<file path="src/rtl/configurable_switch_box.sv">
// Unidirectional fabric switch box. Single and double outputs are routed by
// 2-bit select fields in a double-buffered (shadow/active) configuration
// register loaded over a serial scan chain. Globals and the upper half of the
// double tracks are fixed pass-throughs from the opposite side. Each side can
// register its outputs to pipeline long routes.
module configurable_switch_box #(
    parameter int WS = 8,
    parameter int WD = 8,   // must be even: lower half switched, upper half staggered
    parameter int WG = 3
) (
    input  logic          clk,
    input  logic          rst_n,
    input  logic          cfg_en,
    input  logic          cfg_in,
    input  logic          cfg_commit,
    output logic          cfg_out,
    output logic          cfg_done,
    output logic          cfg_err,
    input  logic [WS-1:0] north_single_in,
    input  logic [WS-1:0] east_single_in,
    input  logic [WS-1:0] south_single_in,
    input  logic [WS-1:0] west_single_in,
    output logic [WS-1:0] north_single_out,
    output logic [WS-1:0] east_single_out,
    output logic [WS-1:0] south_single_out,
    output logic [WS-1:0] west_single_out,
    input  logic [WD-1:0] north_double_in,
    input  logic [WD-1:0] east_double_in,
    input  logic [WD-1:0] south_double_in,
    input  logic [WD-1:0] west_double_in,
    output logic [WD-1:0] north_double_out,
    output logic [WD-1:0] east_double_out,
    output logic [WD-1:0] south_double_out,
    output logic [WD-1:0] west_double_out,
    input  logic [WG-1:0] north_global_in,
    input  logic [WG-1:0] east_global_in,
    input  logic [WG-1:0] south_global_in,
    input  logic [WG-1:0] west_global_in,
    output logic [WG-1:0] north_global_out,
    output logic [WG-1:0] east_global_out,
    output logic [WG-1:0] south_global_out,
    output logic [WG-1:0] west_global_out
);

    localparam int CW   = 8*WS + 4*WD + 4;
    localparam int HD   = WD / 2;
    localparam int CNTW = $clog2(CW + 1);
    localparam int DOFS = 8*WS;     // start of double select fields
    localparam int ROFS = CW - 4;   // start of per-side register-enable bits

    logic [CW-1:0]   shadow;
    logic [CW-1:0]   active;
    logic [CNTW-1:0] count;
    logic            commit_ok;

    // Side-indexed views: 0=N, 1=E, 2=S, 3=W
    logic [WS-1:0] s_in [4];
    logic [WS-1:0] s_comb [4];
    logic [WS-1:0] s_q [4];
    logic [WS-1:0] s_out [4];
    logic [WD-1:0] d_in [4];
    logic [WD-1:0] d_comb [4];
    logic [WD-1:0] d_q [4];
    logic [WD-1:0] d_out [4];
    logic [WG-1:0] g_in [4];
    logic [WG-1:0] g_comb [4];
    logic [WG-1:0] g_q [4];
    logic [WG-1:0] g_out [4];

    // Select code k picks side (S+k) mod 4: 01 clockwise, 10 opposite, 11 ccw.
    function automatic logic [1:0] src_side(input int side, input logic [1:0] code);
        return 2'(side) + code;
    endfunction

    assign s_in[0] = north_single_in;
    assign s_in[1] = east_single_in;
    assign s_in[2] = south_single_in;
    assign s_in[3] = west_single_in;
    assign d_in[0] = north_double_in;
    assign d_in[1] = east_double_in;
    assign d_in[2] = south_double_in;
    assign d_in[3] = west_double_in;
    assign g_in[0] = north_global_in;
    assign g_in[1] = east_global_in;
    assign g_in[2] = south_global_in;
    assign g_in[3] = west_global_in;

    assign north_single_out = s_out[0];
    assign east_single_out  = s_out[1];
    assign south_single_out = s_out[2];
    assign west_single_out  = s_out[3];
    assign north_double_out = d_out[0];
    assign east_double_out  = d_out[1];
    assign south_double_out = d_out[2];
    assign west_double_out  = d_out[3];
    assign north_global_out = g_out[0];
    assign east_global_out  = g_out[1];
    assign south_global_out = g_out[2];
    assign west_global_out  = g_out[3];

    assign commit_ok = cfg_commit && (count == CNTW'(CW));
    assign cfg_done  = (count == CNTW'(CW));
    assign cfg_out   = shadow[0];

    // Scan chain, shift counter, shadow-to-active commit and sticky error.
    // A good commit with a simultaneous shift captures the pre-shift shadow
    // and counts that shift as the first bit of the next load.
    always_ff @(posedge clk) begin
        if (!rst_n) begin
            shadow  <= '0;
            active  <= '0;
            count   <= '0;
            cfg_err <= 1'b0;
        end else begin
            if (cfg_en) begin
                shadow <= {cfg_in, shadow[CW-1:1]};
            end
            if (commit_ok) begin
                active <= shadow;
                count  <= cfg_en ? CNTW'(1) : '0;
            end else if (cfg_en && (count != CNTW'(CW))) begin
                count <= count + CNTW'(1);
            end
            if (cfg_commit && !commit_ok) begin
                cfg_err <= 1'b1;
            end
        end
    end

    // Routing muxes: switched singles/lower doubles, fixed stagger and globals.
    always_comb begin
        for (int s = 0; s < 4; s++) begin
            s_comb[s] = '0;
            d_comb[s] = '0;
            g_comb[s] = g_in[src_side(s, 2'b10)];
            for (int i = 0; i < WS; i++) begin
                if (active[2*(s*WS+i) +: 2] != 2'b00) begin
                    s_comb[s][i] = s_in[src_side(s, active[2*(s*WS+i) +: 2])][i];
                end
            end
            for (int j = 0; j < HD; j++) begin
                if (active[DOFS + 2*(s*HD+j) +: 2] != 2'b00) begin
                    d_comb[s][j] = d_in[src_side(s, active[DOFS + 2*(s*HD+j) +: 2])][j+HD];
                end
                d_comb[s][j+HD] = d_in[src_side(s, 2'b10)][j];
            end
        end
    end

    // Pipeline flops sample the routed value every cycle, whatever the mode.
    always_ff @(posedge clk) begin
        for (int s = 0; s < 4; s++) begin
            if (!rst_n) begin
                s_q[s] <= '0;
                d_q[s] <= '0;
                g_q[s] <= '0;
            end else begin
                s_q[s] <= s_comb[s];
                d_q[s] <= d_comb[s];
                g_q[s] <= g_comb[s];
            end
        end
    end

    // Per-side choice between registered and combinational outputs.
    always_comb begin
        for (int s = 0; s < 4; s++) begin
            s_out[s] = active[ROFS+s] ? s_q[s] : s_comb[s];
            d_out[s] = active[ROFS+s] ? d_q[s] : d_comb[s];
            g_out[s] = active[ROFS+s] ? g_q[s] : g_comb[s];
        end
    end

endmodule

</file>
<file path="config.mk">
export PLATFORM = sky130hd
export DESIGN_NAME = configurable_switch_box
export DESIGN_NICKNAME = d
export VERILOG_FILES = /design/src/rtl/configurable_switch_box.sv
export SDC_FILE = /design/constraint.sdc
export NUM_CORES = 1
export LEC_CHECK = 0
export CAP_MARGIN = 10
export CORE_MARGIN = 5
export CORE_UTILIZATION = 35
export CTS_BUF_LIST = sky130_fd_sc_hd__clkbuf_2 sky130_fd_sc_hd__clkbuf_4 sky130_fd_sc_hd__clkbuf_8
export CTS_CLUSTER_SIZE = 28
export DETAILED_ROUTE_END_ITERATION = 10
export SLEW_MARGIN = 10
export SYNTH_ARGS = -nofsm -noshare
export SYNTH_HDL_FRONTEND = slang
export SYNTH_SLANG_ARGS = --single-unit
</file>
<file path="constraint.sdc">
create_clock -name clk -period 1.5 [get_ports clk]
set_clock_uncertainty 0.1 [all_clocks]
set_input_delay 0.225 -clock clk [delete_from_list [all_inputs] [get_ports clk]]
set_output_delay 0.225 -clock clk [all_outputs]
set_load 0.02 [all_outputs]
</file>
# After elaboration in Yosys (flattened, before gate mapping)
# Memories as Yosys holds them, arrays and structs flattened.
# Cells that the tools add are included.
dict set report classes {
  n_lt_le_gt_ge 48
  eq_ne 2
  add_sub_neg 37
  bitwise 60
  n_mux 221
  reduce_logical 53
}
# operator count
set ops {}
lappend ops {{$bmux 8 s2} 48}
lappend ops {{$mux 8} 32}
lappend ops {{$ge 3x3->1 const B} 48}
lappend ops {{$not 2->3} 48}
lappend ops {{$mux 7} 18}
lappend ops {{$reduce_bool 2->1} 49}
lappend ops {{$mux 6} 16}
lappend ops {{$mux 5} 16}
lappend ops {{$mux 1} 59}
lappend ops {{$add 2x2->2 const A} 24}
lappend ops {{$mux 3} 16}
lappend ops {{$mux 4} 8}
lappend ops {{$add 1x2->2 const A} 12}
lappend ops {{$mux 2} 8}
lappend ops {{$or 1x1->1} 12}
lappend ops {{$add 7x1->7 const B} 1}
lappend ops {{$eq 7x7->1 const B} 1}
lappend ops {{$ne 7x7->1 const B} 1}
lappend ops {{$logic_and 1x1->1} 3}
lappend ops {{$logic_not 1->1} 1}
dict set report word_totals {
  mem_bits_rw 76
  wordCells 428
  n_memories 3
  ff_bits 208
  output_inout_bits 79
  in_bits 81
}
# name depth word_bits rd rd_ports_with_merged_regs write_ports line
set mem_list {}
lappend mem_list {d_q 4 8 4 0 4 63} ;# logic [WD-1:0] d_q [4];
lappend mem_list {s_q 4 8 4 0 4 59} ;# logic [WS-1:0] s_q [4];
lappend mem_list {g_q 4 3 4 0 4 67} ;# logic [WG-1:0] g_q [4];

# Depth between registers and ports, before layout
dict set report logic_depth {
  ltp_word 7
  mapped_depth 7
  ltp_nobuf 5
}

# Worst setup path before layout
# No wires, ideal clock.
dict set report synth_path {
  path_kind {flip-flop to output port}
  start {register active[54]}
  end {output west_single_out[3]}
  path_slack_ns -0.351
  required_ns 1.175
  arrival_time_ns 1.526
  stages_incl_launch_ff 6
  path_cell_list {dfxtp_1 > inv_1 > ha_1 > mux4_2 > nand2b_1 > o21ai_0}
}
dict set report synth_via {
  elab_chain_len 7
}
# element line
set synth_rtl {}
lappend synth_rtl {{from (decl)} 52} ;# logic [CW-1:0] active;
lappend synth_rtl {{from (signal assigned)} 119} ;# active <= shadow;
lappend synth_rtl {{$add 2x2->2} 72} ;# return 2'(side) + code;
lappend synth_rtl {{$not 2->3 (implied by the code)} 138} ;# s_comb[s][i] = s_in[src_side(s, active[2*(s*WS+i) +: 2])][i];
lappend synth_rtl {{$bmux 8 s2} 138}
lappend synth_rtl {{$mux 4 (implied by the code) (2 in a row)} 138}
lappend synth_rtl {{$mux 1 (*)} 137} ;# if (active[2*(s*WS+i) +: 2] != 2'b00) begin
lappend synth_rtl {{$mux 8 (*)} 168} ;# s_out[s] = active[ROFS+s] ? s_q[s] : s_comb[s];
lappend synth_rtl {{to (decl)} 26} ;# output logic [WS-1:0] west_single_out,
# Every way passes the cells marked *; elsewhere a longest branch is shown, timed or not. The select of a mux whose other input is x is not followed.

# Final worst setup path
# Ends and elaborated chain as after synthesis.

==> metrics.md <==
| Metric | Value |
|---|---|
| Layout Cells excl Fill | 2,112 |
| Drt first pass iters | 5 |
| Worst Setup End Kind | primary output |
| Die span in x | 197 µm |
| DPL Wire Length | 22.7 mm |
| Layout cells sized above 1 | 0.521 |
| Initial antenna violation count | 1 |
| Class of the worst hold path | input port to flop |
| Synth Instances | 1,296 |
| CTS root buf | clkbuf_8 |
| Mapped Nets | 1,403 |
| Setup-failing EPs final | 185 |
| Status | complete, but fails checks |
| Slew Limit Fails | 0 |
| Routed len/inst | 19.3 µm |
| I/O Buffers | 159 |
| First-pass GRT wire length | 59.0 mm |
| Sequential area share after synthesis | 0.465 |
| Synth area leader | dfxtp_1 |
| Post-Route WL | 40.7 mm |
| Placed Instances | 1,911 |
| FF+latch count, synth | 284 |
| Yosys cell types | 35 |
| PnR worst setup slack | -860 ps |
| GR Overflow Total | 0 |
| Initial Utilization | 0.354 |
| Max cap viols | 0 |
| Worst-path clk slew | 60 ps |
| Global Route Usage Sum | 0.188 |
| Slowest stage delay, CP | 520 ps |
| Synth warn | 0 |
| Vias in the first global route | 10,500 |
| Worst-Margin Slew | 375 ps |
| DR vias | 10,900 |
| Slowest CP cell | mux4_2 |
| # nets final | 1,728 |
| Startpoint type of the worst setup path | flop |
| DRC | 0 |
| Routed vias/inst | 5.18 |
| Crit path buf inv count | 2 |
| Most frequent cells in the layout | dfxtp_1 (202), mux2i_1 (141), buf_6 (131) |
| Die Footprint | 38,800 µm² |
| Crit path required time | 1170 ps |
| Period utilization | 1.57 |
| Largest net degree at the start of global routing | 62 |
| Total Power | 16.0 mW |
| Ports | 160 |
| Highest clock rate | 424 MHz |
| CORE AREA | 34,500 µm² |
| Critical path arrival | 2040 ps |
| P per Cell Area | 792 nW/µm² |
| Period minus WS final | 2360 ps |
| Worst-path cell chain | inv_2 > ha_4 > mux4_2 > nand2b_4 > o21ai_4 > buf_6 |
| Setup_tns | -58,910 ps |
| Num CTS Buffers | 47 |
| Leak | 7.68 nW |
| Final Hold Vio Count | 0 |
| GPL Wtd Cong | 0.824 |
| Area Overhead vs Synth | 64.9% |
| Largest delay share family, worst path | multiplexers |
| CTS tree | done |
| Antenna Nets Post-Route | 0 |
| Rows | 68 |
| Vert. Die Dim | 197 µm |
| Top cells by area, synth | dfxtp_1 (47%), mux2i_1 (12%), o21ai_0 (5.1%) |
| Peak supply drop | 0.546 mV |
| Clk sinks | 284 |
| Final core utilization | 0.584 |
| Clk buf depth | 3 |
| Worst Setup Path Type | flop to primary output |
| CTS H-Tree Depth | 2 |
| Yosys top cell area share | 0.465 |
| Crit path max fanout | 2 |
| RSZ-0062 raised after global routing | yes |
| Clk Latency, worst-skew pair | 570 ps |
| Post-placement worst setup slack | -870 ps |
| Max-slew headroom at the worst pin | 0.749 |
| Failing checks | negative setup slack |
| Most common cell after layout, fill and taps aside | dfxtp_1 |
| Syn Area/Cell | 9.43 µm² |
| Detailed Route Iter0 Violations | 686 |
| Mapped cell area | 12,200 µm² |
==> report_power, final <==
group	switching [mW]	internal, mW
sequential	0.0193	7.57
clock	3.10	4.24
combinational	0.490	0.543
total	3.61	12.4
==> synthesized netlist by cell type, drive strengths merged <==
master and number:
a21oi 103, a311oi 1, a31oi 2, and2 53, and3 1, and4bb 1
buf 26, clkbuf 71, dfxtp 284, ha 26, inv 52, mux2 52
mux2i 149, mux4 24, nand2 54, nand2b 25, nand3 103, nand4 2
nand4bb 1, nor2 128, o2111ai 1, o211ai 1, o21ai 125, o21ba 1
o221a 2, o221ai 1, o22a 1, o22ai 1, o31ai 1, or2 1
or3 2, xor2 1
==> kinds of logic after synthesis <==
group | count (synthesis) | synth area share
simple gates | 371 | 0.143
flops | 284 | 0.465
compound gates | 240 | 0.102
mux | 225 | 0.214
buf+inv | 149 | 0.0485
fa+ha+maj | 26 | 0.0266
xor+xnor | 1 | 0.000717
==> state kept, by name (all words and copies together) (netlist names) <==
signal   cells
shadow     100
s_q         32
d_q         32
active     100
count        7
cfg_err      1
g_q         12
==> metrics by stage <==
stage	cell area, µm²	hold slack (ps)
global route	20200	24.8
finish	20200	18.1
floorplan	12400	247
detailed placement	15200	344
global placement	15200	337
CTS	18300	4.93
==> layer usage <==
metal | global-route usage | share of wire
met1 | 0.264 | 0.45
met2 | 0.301 | 0.47
met3 | 0.0337 | 0.053
met4 | 0.0496 | 0.020
met5 | 0 | 0
==> path summary, 6_finish.rpt <==
check	start	to	slack, ps	depth (start not counted)
max	active[54]	west_single_out[3]	-860	6
min	rst_n	shadow[81]	20	3
max reg2reg	count[0]	active[35]	-300	9
min reg2reg	cfg_err	cfg_err	340	2
==> worst reg2reg max path, delay by kind of cell, from the launching register on <==
family | cells | cell delay, ps
flip-flops | 1 | 330
AO/OA/AOI/OAI | 2 | 250
AND/OR/NAND/NOR | 1 | 180
adder cells (fa/ha/maj) | 1 | 150
buffers and inverters | 5 | 660
==> repair_timing <==
action                                  4_1_cts  5_1_grt
endpoints found under the hold margin         4        0
gates cloned                                 22       15
setup buffers                                49       47
endpoints found under the setup margin      187      188
hold buffers                                  1        0
resized for setup                           783      388
pin swaps                                    69      100
==> cell type report <==
| class | count | area [µm²] |
|---|---|---|
| multi-input cells | 864 | 7950 |
| flip-flops and latches | 284 | 5830 |
| well taps | 455 | 569 |
| diodes | 1 | 2.50 |
| clock inverters | 1 | 5.00 |
| clock buffers | 83 | 1020 |
| inverters | 52 | 203 |
| repair buffers | 372 | 4590 |
| fillers | 2690 | 14400 |
(Power assumes the default switching activity.)
==> RTL change (same flow settings) <==
`WD`: 8 -> 16.
--- a/src/rtl/configurable_switch_box.sv
+++ b/src/rtl/configurable_switch_box.sv
@@ -5,7 +5,7 @@
 // register its outputs to pipeline long routes.
 module configurable_switch_box #(
     parameter int WS = 8,
-    parameter int WD = 8,   // must be even: lower half switched, upper half staggered
+    parameter int WD = 16,   // must be even: lower half switched, upper half staggered
     parameter int WG = 3
 ) (
     input  logic          clk,
Interface: changed (8 resized); port bits go from 160 to 224. The function was not compared with the original's and may differ.
==> RTL change against the unedited design <==
  * The flow still finishes with violations (negative setup slack)
  * Power is 46% higher
  * Register-to-register slack worse by 0.25 ns
  * Setup slack worse by 0.0050 ns
  * Area after synthesis is 37% higher
  * Wire length is 37% higher
  * Cell area is 42% higher
  * Sequential power is 34% higher
  * Sequential cell count is 97 higher
  * Critical path type unchanged
  * Largest cell class unchanged
==> RTL change: results <==
metrics = {
    "logic_synthesis": {
        "synth.area.mux_share_pct": 19.3,
        "synth_fa_ha_area_share_pct": 2.54,
        "ys_top_cells_by_area": "dfxtp_1, mux2i_1, mux2_2, nand2_1, nor2b_1",
        "ys_top_cells_by_count": "dfxtp_1, nand2_1, mux2i_1",
        "synth_cell_types": 35,
        "yosysSeqAreaShare_pct": 45.6,
        "synth-compound-area-share_pct": 7.75,
        "synth_nets": 1953,
        "synth_xor_area_share_pct": 0.105,
    },
    "critical_path": {
        "crit_start": "active[61]$_SDFFE_PN0P_",
        "endpoint": "west_single_out[6]",
        "crit_family": "flip-flops",
        "r2r_start": "count[0]$_SDFFE_PN0P_",
        "worstReg2RegEnd": "active[41]$_SDFFE_PN0P_",
        "cp_slowest_stage_delay_ns": 0.34,
        "reg2reg_slack_ns": -0.55,
        "crit_slowest_cell": "dfxtp_2",
        "rr_worst_depth": 13,
    },
    "outcome": {
        "violations": "negative setup slack",
        "status": "finished, violations left",
    },
    "grt": {
        "grt_pass1_vias": 14900,
        "grt_use_total_pct": 20.3,
        "grt_max_degree": 93,
        "antenna_found_initial": 1,
        "grt_pass1_wl_um": 85200,
    },
    "layout": {
        "final_nets": 2464,
        "drive_above_1_share_pct": 53.8,
        "top_regs": "active (132), shadow (132), d_q (64)",
        "fillCellCount": 3748,
    },
    "placement": {
        "gp_congestion": 0.839,
        "portBuffers": 223,
        "dp_hpwl_um": 34800,
    },
    "detailed_routing": {
        "wl_per_cell_um": 18.6,
        "viasPerCell": 4.89,
        "dr.first_iter.drc_count": 639,
        "drtPass1Iterations": 6,
    },
    "timing": {
        "tightestPinTransition_ns": 0.391,
        "hold_ws_ns": 0.0961,
        "setup_viol": 257,
        "fin_ws_ns": -0.865,
    },
    "worst_hold_path": {
        "min_to": "d_q[0][8]$_SDFF_PN0_",
        "min_from": "south_double_in[0]",
        "hp-class": "in2reg",
        "hold_depth": 2,
    },
    "clocking": {
        "clk_latency_ns": 0.63,
        "cts-root-buf": "clkbuf_8",
        "htreeDepth": 3,
        "cts_buffers": 73,
    },
    "power_and_ir_drop": {
        "p_leak_nw": 10.9,
        "vdd_drop_max_v": 0.000557,
    },
}
## RTL change: what timing repair did
action,CTS,global route
cloned,38,2
setup endpoints to repair,257,266
resized for setup,1151,288
setup buffers,86,39
pin swaps,207,96
hold buffers,2,0
endpoints found under the hold margin,44,0
## RTL change: cell type report
class,instances,area (um2),area share (%)
inverters,68,275,0.964
repair buffers,555,6510,22.8
multi-input cells,1238,11600,40.4
diodes,1,2.50,0.00876
clock inverters,15,203,0.710
flip-flops and latches,381,7860,27.5
well taps,615,769,2.69
clock buffers,113,1400,4.90
## RTL change: cells by family (layout without fill, tap and decap cells)
family,count (synthesis),in the layout
mux,304,304
simple gates,659,659
compound gates,239,239
xor+xnor,2,2
other cells,0,1
flops,381,381
fa+ha+maj,34,34
buf+inv,187,751
## RTL change: power by group
| group | switching (mW) | leakage [nW] | internal, mW | total, mW |
|---|---|---|---|---|
| Sequential | 0.0260 | 3.15 | 10.1 | 10.2 |
| Clock | 4.44 | 0.845 | 6.77 | 11.2 |
| Combinational | 0.888 | 6.93 | 1.03 | 1.91 |
## RTL change: through the flow
step | std cells | TNS, ns | setup slack, ns | area [um2]
floorplan | 1806 | -9.60 | -0.200 | 18400
global placement | 2720 | -101.69 | -1.12 | 22700
detailed placement | 2720 | -104.90 | -1.11 | 22700
CTS | 2971 | -138.50 | -0.961 | 27600
global route | 2986 | -147.33 | -0.943 | 28600
finish | 2986 | -129.97 | -0.865 | 28600
## RTL change: per-layer routing
metal  share of wire (%)  global-route usage, %  routed length [um]
met5                   0                      0                   0
met3                 5.0                   3.94                2790
met4                 2.8                   6.96                1540
met1                  45                   26.9               25300
met2                  47                   33.4               26000
